==> src/rtl/uart_pkg.sv <==
// Shared constants and helpers for the UART timing slice.
package uart_pkg;

  localparam int CLK_HZ_DEFAULT = 50_000_000;
  localparam int OS_DEFAULT     = 5;

  localparam int DIV_500K   = 20;
  localparam int DIV_115200 = 87;
  localparam int DIV_19200  = 521;

  // A divisor below 2 would make the RX tick continuous, so it is floored at 2.
  function automatic logic [31:0] clamp_div(input logic [31:0] d);
    return (d < 32'd2) ? 32'd2 : d;
  endfunction

endpackage

==> src/rtl/uart_tick_counter.sv <==
// Modulo-MAX event counter with a registered one-cycle wrap strobe.
module tick_counter #(
  parameter int MAX = 10,
  parameter int W   = $clog2(MAX)
) (
  input  logic         CLK_50M,
  input  logic         RST_N,
  input  logic         CLR,
  input  logic         INC,
  output logic [W-1:0] CNT,
  output logic         WRAP
);

  logic w_term;
  assign w_term = (CNT == W'(MAX - 1));

  always_ff @(posedge CLK_50M or negedge RST_N) begin
    if (!RST_N) begin
      CNT  <= '0;
      WRAP <= 1'b0;
    end else if (CLR) begin
      CNT  <= '0;
      WRAP <= 1'b0;
    end else begin
      WRAP <= INC && w_term;
      if (INC) CNT <= w_term ? '0 : CNT + W'(1);
    end
  end

endmodule

==> src/rtl/uart_tick_gen.sv <==
// Enable-strobe generator: programmable RX/TX baud ticks plus a 1 kHz/100 Hz/1 Hz timebase.
module uart_tick_gen
  import uart_pkg::*;
#(
  parameter int CLK_HZ      = CLK_HZ_DEFAULT,
  parameter int OVERSAMPLE  = OS_DEFAULT,
  parameter int DIV_W       = 16,
  parameter int DEFAULT_DIV = DIV_500K
) (
  input  logic             CLK_50M,
  input  logic             RST_N,
  input  logic             EN,
  input  logic             DIV_WR,
  input  logic [DIV_W-1:0] DIV_IN,
  input  logic             RX_RESYNC,
  output logic [DIV_W-1:0] DIV_ACTIVE,
  output logic             RX_TICK,
  output logic             TX_TICK,
  output logic             TICK_1K,
  output logic             TICK_100,
  output logic             TICK_1
);

  localparam int TX_W  = DIV_W + 4;
  localparam int PRE   = CLK_HZ / 1000;
  localparam int PRE_W = $clog2(PRE);

  logic [DIV_W-1:0] r_div;
  logic [DIV_W-1:0] r_pend;
  logic             r_pend_vld;
  logic [DIV_W-1:0] r_rx_cnt;
  logic [TX_W-1:0]  r_tx_cnt;
  logic             r_rx_tick;
  logic             r_tx_tick;

  logic [TX_W-1:0]  w_tx_period;
  logic             w_rx_term;
  logic             w_tx_term;
  logic             w_apply;

  assign w_tx_period = TX_W'(r_div) * TX_W'(OVERSAMPLE);
  assign w_rx_term   = (r_rx_cnt == r_div - DIV_W'(1));
  assign w_tx_term   = (r_tx_cnt == w_tx_period - TX_W'(1));
  // Switching only on a TX boundary keeps every issued bit period whole.
  assign w_apply     = r_pend_vld && (EN ? w_tx_term : 1'b1);

  always_ff @(posedge CLK_50M or negedge RST_N) begin
    if (!RST_N) begin
      r_div      <= DIV_W'(DEFAULT_DIV);
      r_pend     <= '0;
      r_pend_vld <= 1'b0;
      r_rx_cnt   <= '0;
      r_tx_cnt   <= '0;
      r_rx_tick  <= 1'b0;
      r_tx_tick  <= 1'b0;
    end else begin
      if (DIV_WR) begin
        r_pend     <= DIV_W'(clamp_div(32'(DIV_IN)));
        r_pend_vld <= 1'b1;
      end else if (w_apply) begin
        r_pend_vld <= 1'b0;
      end
      if (w_apply) r_div <= r_pend;

      if (!EN) begin
        r_rx_cnt  <= '0;
        r_tx_cnt  <= '0;
        r_rx_tick <= 1'b0;
        r_tx_tick <= 1'b0;
      end else begin
        r_tx_tick <= w_tx_term;
        r_tx_cnt  <= w_tx_term ? '0 : r_tx_cnt + TX_W'(1);
        if (RX_RESYNC) begin
          r_rx_cnt  <= '0;
          r_rx_tick <= 1'b0;
        end else begin
          r_rx_tick <= w_rx_term;
          r_rx_cnt  <= w_rx_term ? '0 : r_rx_cnt + DIV_W'(1);
        end
        if (w_apply) r_rx_cnt <= '0;
      end
    end
  end

  assign DIV_ACTIVE = r_div;
  assign RX_TICK    = r_rx_tick;
  assign TX_TICK    = r_tx_tick;

  logic [PRE_W-1:0] w_p_cnt;
  logic [3:0]       w_c100_cnt;
  logic [6:0]       w_c1_cnt_unused;
  logic             w_p_term;
  logic             w_c100_inc_term;

  // Chained counters advance on the prescaler's terminal count so all three strobes land together.
  assign w_p_term        = (w_p_cnt == PRE_W'(PRE - 1));
  assign w_c100_inc_term = w_p_term && (w_c100_cnt == 4'd9);

  tick_counter #(.MAX(PRE), .W(PRE_W)) u_p_cnt (
    .CLK_50M (CLK_50M),
    .RST_N   (RST_N),
    .CLR     (1'b0),
    .INC     (1'b1),
    .CNT     (w_p_cnt),
    .WRAP    (TICK_1K)
  );

  tick_counter #(.MAX(10), .W(4)) u_c100 (
    .CLK_50M (CLK_50M),
    .RST_N   (RST_N),
    .CLR     (1'b0),
    .INC     (w_p_term),
    .CNT     (w_c100_cnt),
    .WRAP    (TICK_100)
  );

  tick_counter #(.MAX(100), .W(7)) u_c1 (
    .CLK_50M (CLK_50M),
    .RST_N   (RST_N),
    .CLR     (1'b0),
    .INC     (w_c100_inc_term),
    .CNT     (w_c1_cnt_unused),
    .WRAP    (TICK_1)
  );

endmodule

==> config.mk <==
export PLATFORM = sky130hd
export DESIGN_NAME = uart_tick_gen
export DESIGN_NICKNAME = d
export VERILOG_FILES = /design/src/rtl/uart_pkg.sv /design/src/rtl/uart_tick_counter.sv /design/src/rtl/uart_tick_gen.sv
export SDC_FILE = /design/constraint.sdc
export NUM_CORES = 1
export LEC_CHECK = 0
export CAP_MARGIN = 40
export CORE_ASPECT_RATIO = 1.2
export CORE_UTILIZATION = 55
export DETAILED_ROUTE_END_ITERATION = 10
export PLACE_DENSITY = 0.74
export SKIP_CTS_REPAIR_TIMING = 1
export SLEW_MARGIN = 20
export SYNTH_ARGS = -nofsm -noshare
export SYNTH_HDL_FRONTEND = slang
export SYNTH_HIERARCHICAL = 1
export SYNTH_SLANG_ARGS = --single-unit
==> constraint.sdc <==
create_clock -name CLK_50M -period 5.3 [get_ports CLK_50M]
set_clock_uncertainty 0.2 [all_clocks]
set_input_delay 0.795 -clock CLK_50M [delete_from_list [all_inputs] [get_ports CLK_50M]]
set_output_delay 0.795 -clock CLK_50M [all_outputs]
set_load 0.05 [all_outputs]
==> impl_metrics.csv <==
group,metric,value,unit
synthesis,synth_edf_count,0,
place,gp_congestion,0.997,
synthesis,ys.flop_type,"dfrtp_1",
setup_path,crit_arrival,4.77,ns
job,maxCapViolCount,0,
floorplan,num_io_pins,42,
setup_path,slowest_delay,0.56,ns
pwr,vdd_drop_max,0.218,mV
grt,overflow,0,
synthesis,ys_types,83,
layout,regArea,2530,sq um
cts,cts-root-buf,"clkbuf_16",
routing,drtPass1Iterations,5,
setup_path,required,5.33,ns
place,hpwl,13900,um
layout,area_growth,12.7,%
setup_path,cp_num_buf_inv,3,
timing,maxSlewViolCount,0,
floorplan,die_y,129,um
pwr,power.leakage,3.56,nW
timing,fmax,211,MHz
synthesis,synthArstFlopShare,100,%
timing,setup-violations-final,0,
synthesis,synth_seq_area_share,34.5,%
timing,finalHoldViolCount,0,
setup_path,worstSetupPathType,"flop to flop",
timing,rsz0062_at_grt,"false",
setup_path,critical-path-slowest-cell,"fa_1",
timing,period_share,89.4,%
routing,drc,0,
grt,antenna_found_initial,0,
cts,cts_sinks,101,
cts,htree_levels,3,
grt,grt_pass1_wl,30000,um
floorplan,die_x,107,um
cts,cts_tree,"built",
grt,track_usage,28.2,%
cts,numCtsBuffers,9,
cts,clkLatencyLatePin,0.35,ns
setup_path,crit_fanout,16,
layout,nFillCells,1066,
synthesis,yosysTopAreaCellShare,33.8,%
grt,grt_pass1_vias,5875,
status,status,"finished, final reports clean",
routing,wl_per_cell,18.6,um
timing,tightest_slew,0.773,ns
floorplan,start_util,57.1,%
synthesis,avgSynthCellArea,9.61,sq um
pwr,powerDensity,441,nW/um^2
hold_path,holdCritPathClass,"primary input to async pin",
floorplan,core.rowCount,45,
routing,dr.first_iter.drc_count,377,
layout,final_common_cell,"dfrtp_1",
routing,antenna_left,0,
synthesis,synth_area_leaders,"dfrtp_1, ha_1, xnor2_1, xor2_1, fa_1",
routing,via_per_inst,6.01,
routing,num_vias,5922,
timing,timing.slew.headroom,48.3,%
setup_path,worstSetupEndpointType,"flop",
timing,finalCriticalPeriod,4.74,ns
synthesis,synth_top_cell_by_area,"dfrtp_1",
floorplan,core_area,12800,sq um
cts,path_clk_slew,0.08,ns
setup_path,critPathTopFamily,"simple AND/OR/NAND/NOR gates",
place,io_buffers,41,
synthesis,synthCells,763,
synthesis,yosys_warnings,6,
synthesis,ys_ff_latch,101,
synthesis,syn_area,7330,sq um
routing,wirelength,18300,um
grt,grt_max_degree,64,
layout,drive_above_1_share,9.62,%
layout,multi_input_area,4550,sq um
floorplan,dieArea,13800,sq um
layout,nNetsFinal,896,
setup_path,startpoint_type,"flop",
layout,n_antenna_cell,0,
timing,setup_tns,0,ns
setup_path,crit_chain,"inv_1 -> fa_1 -> inv_1 -> ha_1 -> a21oi_2 -> o22ai_1 -> nor4b_2 -> nand4_1 -> nor4_1 -> nand4_1 -> o41ai_4 -> buf_4 -> mux2_2",
cts,clock_path_buffers,2,
layout,mostFrequentLayoutCells,"dfrtp_1, nor2_1, inv_1, nand2_1, xnor2_1",
pwr,p_total,3.64,mW
[power breakdown]
| group | internal, mW | total (mW) | leakage (nW) | switching (mW) |
|---|---|---|---|---|
| sequential | 0.814 | 0.882 | 1.33 | 0.0687 |
| clock | 0.372 | 0.683 | 0.148 | 0.311 |
| combinational | 0.765 | 2.08 | 2.09 | 1.31 |
[path summary, 6_finish.rpt]
| check | slack, ns | cells after the start | to | from |
|---|---|---|---|---|
| setup / recovery | 0.56 | 13 | DIV_ACTIVE[5] | DIV_ACTIVE[6] |
| hold / removal | 0.15 | 1 | TX_TICK | RST_N |
| setup reg to reg | 0.56 | 13 | DIV_ACTIVE[5] | DIV_ACTIVE[6] |
| hold reg to reg | 0.31 | 1 | DIV_ACTIVE[15] | r_pend[15] |
| max in group asynchronous | 3.63 | 3 | DIV_ACTIVE[4] | RST_N |
| min in group CLK_50M | 0.31 | 1 | DIV_ACTIVE[15] | r_pend[15] |
[final cells by class]
cell class / count / area share [%]
flip-flops and latches: 101 / 30.6
multi-input cells: 602 / 55.0
repair buffers: 49 / 5.86
clock buffers: 10 / 2.77
well taps: 164 / 2.48
clock inverters: 6 / 0.848
inverters: 53 / 2.41
[flip-flops by register name, summed over array words and instances, names as in the netlist]
register,flops
DIV_ACTIVE,16
u_p_cnt/WRAP,1
r_rx_cnt,16
r_pend,16
u_c1/CNT,7
u_c100/WRAP,1
r_pend_vld,1
u_p_cnt/CNT,16
u_c1/WRAP,1
RX_TICK,1
TX_TICK,1
r_tx_cnt,20
u_c100/CNT,4
[layer usage]
metal  part of all wire (%)  vias to the layer above  global-route usage [%]
li1                       -                     2801                       -
met1                     40                     2899                    33.4
met2                     52                      169                    50.2
met3                    3.4                       53                    4.00
met4                    4.1                        0                    13.5
met5                      0                        -                       0
[synthesized netlist by cell type (20+ instances only)]
cell type   n
ha_1       45
xnor2_1    48
dfrtp_1    99
o21ai_0    25
inv_1      53
xor2_1     43
nand3_1    32
a21oi_1    33
nand2_1    50
nor3_1     23
nor4_1     26
nor2_1     54
mux2_2     20
[worst register-to-register path: cells and delay by family, from the launching register on]
family | cells | cell delay [ns]
buffers and inverters | 3 | 0.55
multiplexers | 1 | 0.40
flip-flops | 1 | 0.50
AO/OA/AOI/OAI | 3 | 0.86
adder cells (fa/ha/maj) | 2 | 0.98
AND/OR/NAND/NOR | 4 | 1.14
[kinds of logic after synthesis]
kind of cell	after synthesis	share of synthesized area, %
AOI/OAI and AO/OA	118	11.4
xor gates and xnor gates	93	11.3
adders and majority gates	59	11.5
buffers and inverters	74	4.25
DFF	101	34.5
muxes	32	5.32
other	2	0.102
and+or+nand+nor	284	21.6
[metrics by stage]
stage | cell area [sq um] | utilization [%] | std cells | hold slack [ns] | worst slack [ns]
6_report | 8260 | 64.4 | 985 | 0.146 | 0.562
5_1_grt | 8260 | 64.4 | 985 | 0.179 | 0.442
4_1_cts | 8230 | 64.1 | 983 | 0.319 | 0.652
3_5_place_dp | 7930 | 61.8 | 967 | 0.302 | 0.682
3_3_place_gp | 7930 | 61.7 | 966 | 0.300 | 0.716
2_1_floorplan | 7390 | - | 777 | 0.266 | 0.691
Power figures use the tool's default switching activity.
